--- src/rtl/npc_ras_unit.sv ---
// npc_ras_unit
// Next-PC generator for the fetch stage. It holds the F-stage PC register and
// resolves the add4, branch-offset, jump-index and jump-register targets. It
// also applies the exception and eret redirects. A circular return-address
// stack (RAS) tracks call/return pairs, and a saturating counter records the
// number of return predictions that fail.
//
// Ports
//   clk, reset      rising-edge clock, synchronous active-high reset
//   stall           hold PC_F and the RAS this cycle
//   ctrl[2:0]       0=add4 1=offset 2=index 3=reg 4=ret (5-7 act as add4)
//   PC_D[31:0]      PC of the instruction in decode
//   offset[31:0]    sign-extended, pre-shifted branch offset
//   index[25:0]     J-type instr_index
//   register[31:0]  forwarded rs value
//   link            decode instruction writes a return address
//   exc_req, eret   exception redirect / return from handler
//   epc[31:0]       eret target
//   PC_F[31:0]      registered fetch PC
//   PCAdd8[31:0]    PC_D+8 (combinational)
//   ras_empty/full  RAS occupancy flags
//   ras_mispredict  ret whose RAS prediction fails (combinational)
//   mispred_cnt     saturating count of mispredicted rets
module npc_ras_unit #(
  parameter logic [31:0] RESET_PC  = 32'h0000_3000,
  parameter logic [31:0] EXC_ENTRY = 32'h0000_4180,
  parameter int          RAS_DEPTH = 8,
  parameter int          CNT_W     = 16
) (
  input  logic             clk,
  input  logic             reset,
  input  logic             stall,
  input  logic [2:0]       ctrl,
  input  logic [31:0]      PC_D,
  input  logic [31:0]      offset,
  input  logic [25:0]      index,
  input  logic [31:0]      register,
  input  logic             link,
  input  logic             exc_req,
  input  logic             eret,
  input  logic [31:0]      epc,
  output logic [31:0]      PC_F,
  output logic [31:0]      PCAdd8,
  output logic             ras_empty,
  output logic             ras_full,
  output logic             ras_mispredict,
  output logic [CNT_W-1:0] mispred_cnt
);

  localparam int             PTR_W   = (RAS_DEPTH > 1) ? $clog2(RAS_DEPTH) : 1;
  localparam logic [PTR_W:0] DEPTH_C = (PTR_W+1)'(RAS_DEPTH);

  logic [31:0]      r_pc;
  logic [PTR_W-1:0] r_top;
  logic [PTR_W:0]   r_count;
  logic [31:0]      r_ras [RAS_DEPTH];
  logic [CNT_W-1:0] r_mispred_cnt;

  logic             w_active;
  logic             w_is_ret;
  logic             w_push;
  logic             w_pop;
  logic             w_empty;
  logic             w_full;
  logic             w_mispredict;
  logic [31:0]      w_top_val;
  logic [31:0]      w_pc_add8;
  logic [31:0]      w_target;
  logic [31:0]      w_pc_next;
  logic [PTR_W-1:0] w_top_inc;
  logic [PTR_W-1:0] w_top_dec;

  // Redirects and stall suppress all RAS activity and prediction checks.
  assign w_active  = !stall && !exc_req && !eret;
  assign w_is_ret  = (ctrl == 3'd4);
  assign w_empty   = (r_count == {(PTR_W+1){1'b0}});
  assign w_full    = (r_count == DEPTH_C);
  assign w_push    = link && w_active;
  assign w_pop     = w_is_ret && w_active && !w_empty;
  assign w_top_val = r_ras[r_top];
  assign w_pc_add8 = PC_D + 32'd8;
  assign w_top_inc = r_top + PTR_W'(1);
  assign w_top_dec = r_top - PTR_W'(1);

  // An empty stack always counts as a miss, whatever its stale entry holds.
  assign w_mispredict = w_is_ret && w_active && (w_empty || (w_top_val != register));

  // Select the architectural target from the decode-stage control code.
  always_comb begin
    w_target = r_pc + 32'd4;
    case (ctrl)
      3'd0:       w_target = r_pc + 32'd4;
      3'd1:       w_target = PC_D + 32'd4 + offset;
      3'd2:       w_target = {PC_D[31:28], index, 2'b00};
      3'd3, 3'd4: w_target = register;
      default:    w_target = r_pc + 32'd4;
    endcase
  end

  // Redirect priority: exception, then eret, then stall, then normal flow.
  always_comb begin
    w_pc_next = r_pc;
    if (exc_req) begin
      w_pc_next = EXC_ENTRY;
    end else if (eret) begin
      w_pc_next = epc;
    end else if (stall) begin
      w_pc_next = r_pc;
    end else begin
      w_pc_next = w_target;
    end
  end

  // Fetch PC register.
  always_ff @(posedge clk) begin
    if (reset) begin
      r_pc <= RESET_PC;
    end else begin
      r_pc <= w_pc_next;
    end
  end

  // RAS storage. A push into a full stack overwrites the oldest slot. A
  // combined pop and push only rewrites the current top.
  always_ff @(posedge clk) begin
    if (reset) begin
      r_top   <= {PTR_W{1'b0}};
      r_count <= {(PTR_W+1){1'b0}};
      for (int i = 0; i < RAS_DEPTH; i++) begin
        r_ras[i] <= 32'd0;
      end
    end else if (w_push && w_pop) begin
      r_ras[r_top] <= w_pc_add8;
    end else if (w_push) begin
      r_ras[w_top_inc] <= w_pc_add8;
      r_top            <= w_top_inc;
      if (!w_full) begin
        r_count <= r_count + {{PTR_W{1'b0}}, 1'b1};
      end
    end else if (w_pop) begin
      r_top   <= w_top_dec;
      r_count <= r_count - {{PTR_W{1'b0}}, 1'b1};
    end
  end

  // Saturating mispredict counter.
  always_ff @(posedge clk) begin
    if (reset) begin
      r_mispred_cnt <= {CNT_W{1'b0}};
    end else if (w_mispredict && (r_mispred_cnt != {CNT_W{1'b1}})) begin
      r_mispred_cnt <= r_mispred_cnt + {{(CNT_W-1){1'b0}}, 1'b1};
    end
  end

  assign PC_F           = r_pc;
  assign PCAdd8         = w_pc_add8;
  assign ras_empty      = w_empty;
  assign ras_full       = w_full;
  assign ras_mispredict = w_mispredict;
  assign mispred_cnt    = r_mispred_cnt;

endmodule
--- config.mk ---
export PLATFORM = sky130hd
export DESIGN_NAME = npc_ras_unit
export DESIGN_NICKNAME = d
export VERILOG_FILES = /design/src/rtl/npc_ras_unit.sv
export SDC_FILE = /design/constraint.sdc
export NUM_CORES = 1
export LEC_CHECK = 0
export BUFFER_PORTS_ARGS = -buffer_cell sky130_fd_sc_hd__clkbuf_2
export CAP_MARGIN = 20
export CORE_MARGIN = 1
export CORE_UTILIZATION = 40
export DETAILED_ROUTE_END_ITERATION = 7
export PLACE_DENSITY = 0.71
export SYNTH_ARGS = -nofsm -noshare
export SYNTH_HDL_FRONTEND = slang
export SYNTH_SLANG_ARGS = --single-unit
--- constraint.sdc ---
create_clock -name clk -period 9.5 [get_ports clk]
set_clock_uncertainty 0.2 [all_clocks]
set_input_delay 1.9 -clock clk [delete_from_list [all_inputs] [get_ports clk]]
set_output_delay 1.9 -clock clk [all_outputs]
set_load 0.1 [all_outputs]
==> run summary <==
Status: completed
Worst-margin pin slew: 1.19 ns
HPWL Detailed: 42100 um
Nets: 2124
Min Clock Period, post-route: 7.24 ns
H-tree Lvls: 1
Post-synthesis sequential area ratio: 48.8%
CP max stage cell: xor2_1
CTS tree: yes
Adder-cell share of the synthesized area: 5.12%
Total wire length: 58300 um
EDFF count, synth: 256
GPL Wtd Cong: 1.05
Mapped Area: 18100 um^2
Util after Layout: 47.1%
Final ANT Viol Nets: 0
Clk buf depth: 3
First-pass GRT wire length: 87100 um
Hold Slack: 0.309 ns
Predominant post-synthesis flop cell: edfxtp_1
Design area: 20900 um^2
Post-Synthesis Cells: 1661
Hold crit path type: reg2reg
Fmax: 138 MHz
Hold-fix buffers, CTS: 0
Worst Path Required: 7.40 ns
Pwr dens: 164 nW/um^2
Multiplexer share of the synthesized area: 12.0%
Clock Root Buffer: clkbuf_16
Ys async rst share: 0%
#FFs+latches synth: 314
Main combinational cell family by area after synthesis: simple AND/OR/NAND/NOR gates
CP Cell Sequence: clkbuf_2, ha_1, nand4_1, nor2b_1, nand3_1, nor2_1, nand4_1, xor2_1, inv_1, clkbuf_2
Crit path arrival time: 5.14 ns
All-Layer GR Usage: 24.6%
Residual DRC: 0
Critical Path Start Type: primary input
Peak fanout along the critical path: 13
Total core area: 44400 um^2
Share of the synthesized area in the top cell type: 42.4%
Final Hold Fails: 0
Total Neg Setup Slack: 0 ns
DRC marker count from the first detailed-route iteration: 2089
Starting Density: 40.8%
Grt ovf: 0
Layout fillers: 3963
Cell taking the most area after synthesis: edfxtp_1
Setup bufs post-CTS: 0
Number of I/O port buffers: 245
Total CTS buffers: 31
Post-synthesis xor/xnor area fraction: 5.85%
Post-CTS resize count: 0
Slew headroom: 20.4%
VDD IR-drop max: 0.000143 V
Netlist cell types: 72
Syn Nets: 1897
Die width: 215 um
Die Ht: 215 um
Critical Path End Type: output port
Total Power: 3.43 mW
Share of cells above drive strength 1: 21.3%
Largest net degree at the start of global routing: 46
Final setup fails: 0
RSZ-0062 raised after global routing: no
Dpl cell area: 19900 um^2
Slew Limit Fails: 0
Max Cap Viol: 0
Vias per std cell: 5.93
Drt wl/cell: 23.3 um
Clk_lat worst skew: 0.59 ns
Initial antenna violation count: 0
Routed vias: 14800
Area contributors post-synth: edfxtp_1 (42%), nor2_1 (7.1%), mux4_2 (6.7%)
Complex-gate fraction of the synthesized area: 9.78%
Post-Synth Simple-Gate Area: 14.4%
FP Rows: 77
Layout area overhead: 15.5%
Ys Warns: 0
Slowest stage delay, CP: 0.72 ns
WS Path Type: in2out
Syn_area_per_cell: 10.9 um^2
Pleak: 8.40 nW
Sink Count: 314
Vias in the first global route: 14000
Antenna cells: 0
Tcrit/Tclk final: 76.2%
Die Area: 46200 um^2
Clock transition at path regs: 0.06 ns
Drt first pass iters: 8
IO Count: 246
state kept, by name (all words and copies together) (netlist names), named ones only:
name         cells
PC_F            30
mispred_cnt     16
r_count          4
r_ras          256
r_top            3
final timing paths:
kind / slack (ns) / depth (start not counted) / endpoint / startpoint
setup reg to reg: 4.66 / 10 / mispred_cnt[10]$_SDFFE_PP0P_ / flop
setup / recovery: 2.26 / 10 / PCAdd8[27] / PC_D[3]
hold / removal: 0.31 / 2 / r_count[3]$_SDFFE_PP0P_ / r_count[3]$_SDFFE_PP0P_
hold reg to reg: 0.31 / 2 / r_count[3]$_SDFFE_PP0P_ / r_count[3]$_SDFFE_PP0P_
worst max-delay path: cells and delay by family:
| kind | cells | cell delay [ns] |
|---|---|---|
| buffers and inverters | 3 | 0.76 |
| adder cells (fa/ha/maj) | 1 | 0.27 |
| AND/OR/NAND/NOR | 5 | 1.48 |
| XOR/XNOR | 1 | 0.72 |
synthesized netlist by cell type, types with 5 or more instances:
library cell / instances
a211oi_1: 8
a21o_1: 26
a21oi_1: 82
a221oi_1: 16
a311oi_1: 10
a31oi_1: 11
and3_1: 21
and4_1: 8
buf_2: 8
buf_4: 6
buf_6: 5
clkbuf_1: 66
dfxtp_1: 58
edfxtp_1: 256
ha_1: 71
inv_1: 74
mux2_2: 5
mux2i_1: 55
mux4_1: 13
mux4_2: 54
nand2_1: 65
nand2b_1: 19
nand3_1: 45
nand4_1: 11
nor2_1: 344
nor2b_1: 10
nor3_1: 25
nor4_1: 11
o211ai_1: 7
o21a_1: 10
o21ai_0: 49
o221ai_1: 5
o22ai_1: 6
o31ai_1: 5
or2_2: 6
or3_1: 6
xnor2_1: 85
xor2_1: 36
cell usage in the layout, fill, tap and decap left out, drive strengths merged, types with 27 or more instances in the layout:
cell | netlist | final
nor2 | 344 | 344
clkbuf | 66 | 283
edfxtp | 256 | 256
xnor2 | 85 | 85
a21oi | 82 | 82
inv | 74 | 75
ha | 71 | 71
mux4 | 67 | 67
nand2 | 65 | 65
dfxtp | 58 | 58
mux2i | 55 | 55
o21ai | 50 | 50
nand3 | 45 | 45
buf | 24 | 39
xor2 | 36 | 36
nor3 | 27 | 27
metrics by stage:
stage,cells,worst slack (ns)
floorplan,1661,2.08
global placement,2446,2.30
detailed placement,2446,2.16
CTS,2501,2.17
global route,2502,2.17
finish,2502,2.26
report_power, final:
group	switching [mW]	leakage, nW	internal, mW
clock	0.536	0.462	0.679
sequential	0.0297	3.12	1.53
combinational	0.446	4.82	0.206
total	1.01	8.40	2.42
kinds of logic after synthesis:
family	after synthesis
adders and majority gates	73
muxes	128
AOI/OAI and AO/OA	271
xor gates and xnor gates	121
and+or+nand+nor	587
DFF	314
buffers and inverters	167
area by class of cell:
type | count | area [um^2] | share of cell area (%)
clock buffers | 38 | 802 | 3.83
clock inverters | 17 | 173 | 0.825
inverters | 77 | 289 | 1.38
multi-input cells | 1180 | 8550 | 40.8
flip-flops and latches | 314 | 8850 | 42.3
well taps | 592 | 741 | 3.54
repair buffers | 284 | 1520 | 7.26
metal layers:
metal | routed length, um | track usage (%) | up-vias
met5 | 0 | 0 | -
met4 | 2170 | 8.95 | 0
met3 | 5720 | 4.12 | 139
met2 | 27500 | 40.4 | 968
met1 | 22900 | 32.6 | 7199
li1 | - | - | 6535
Power figures use the tool's default switching activity.
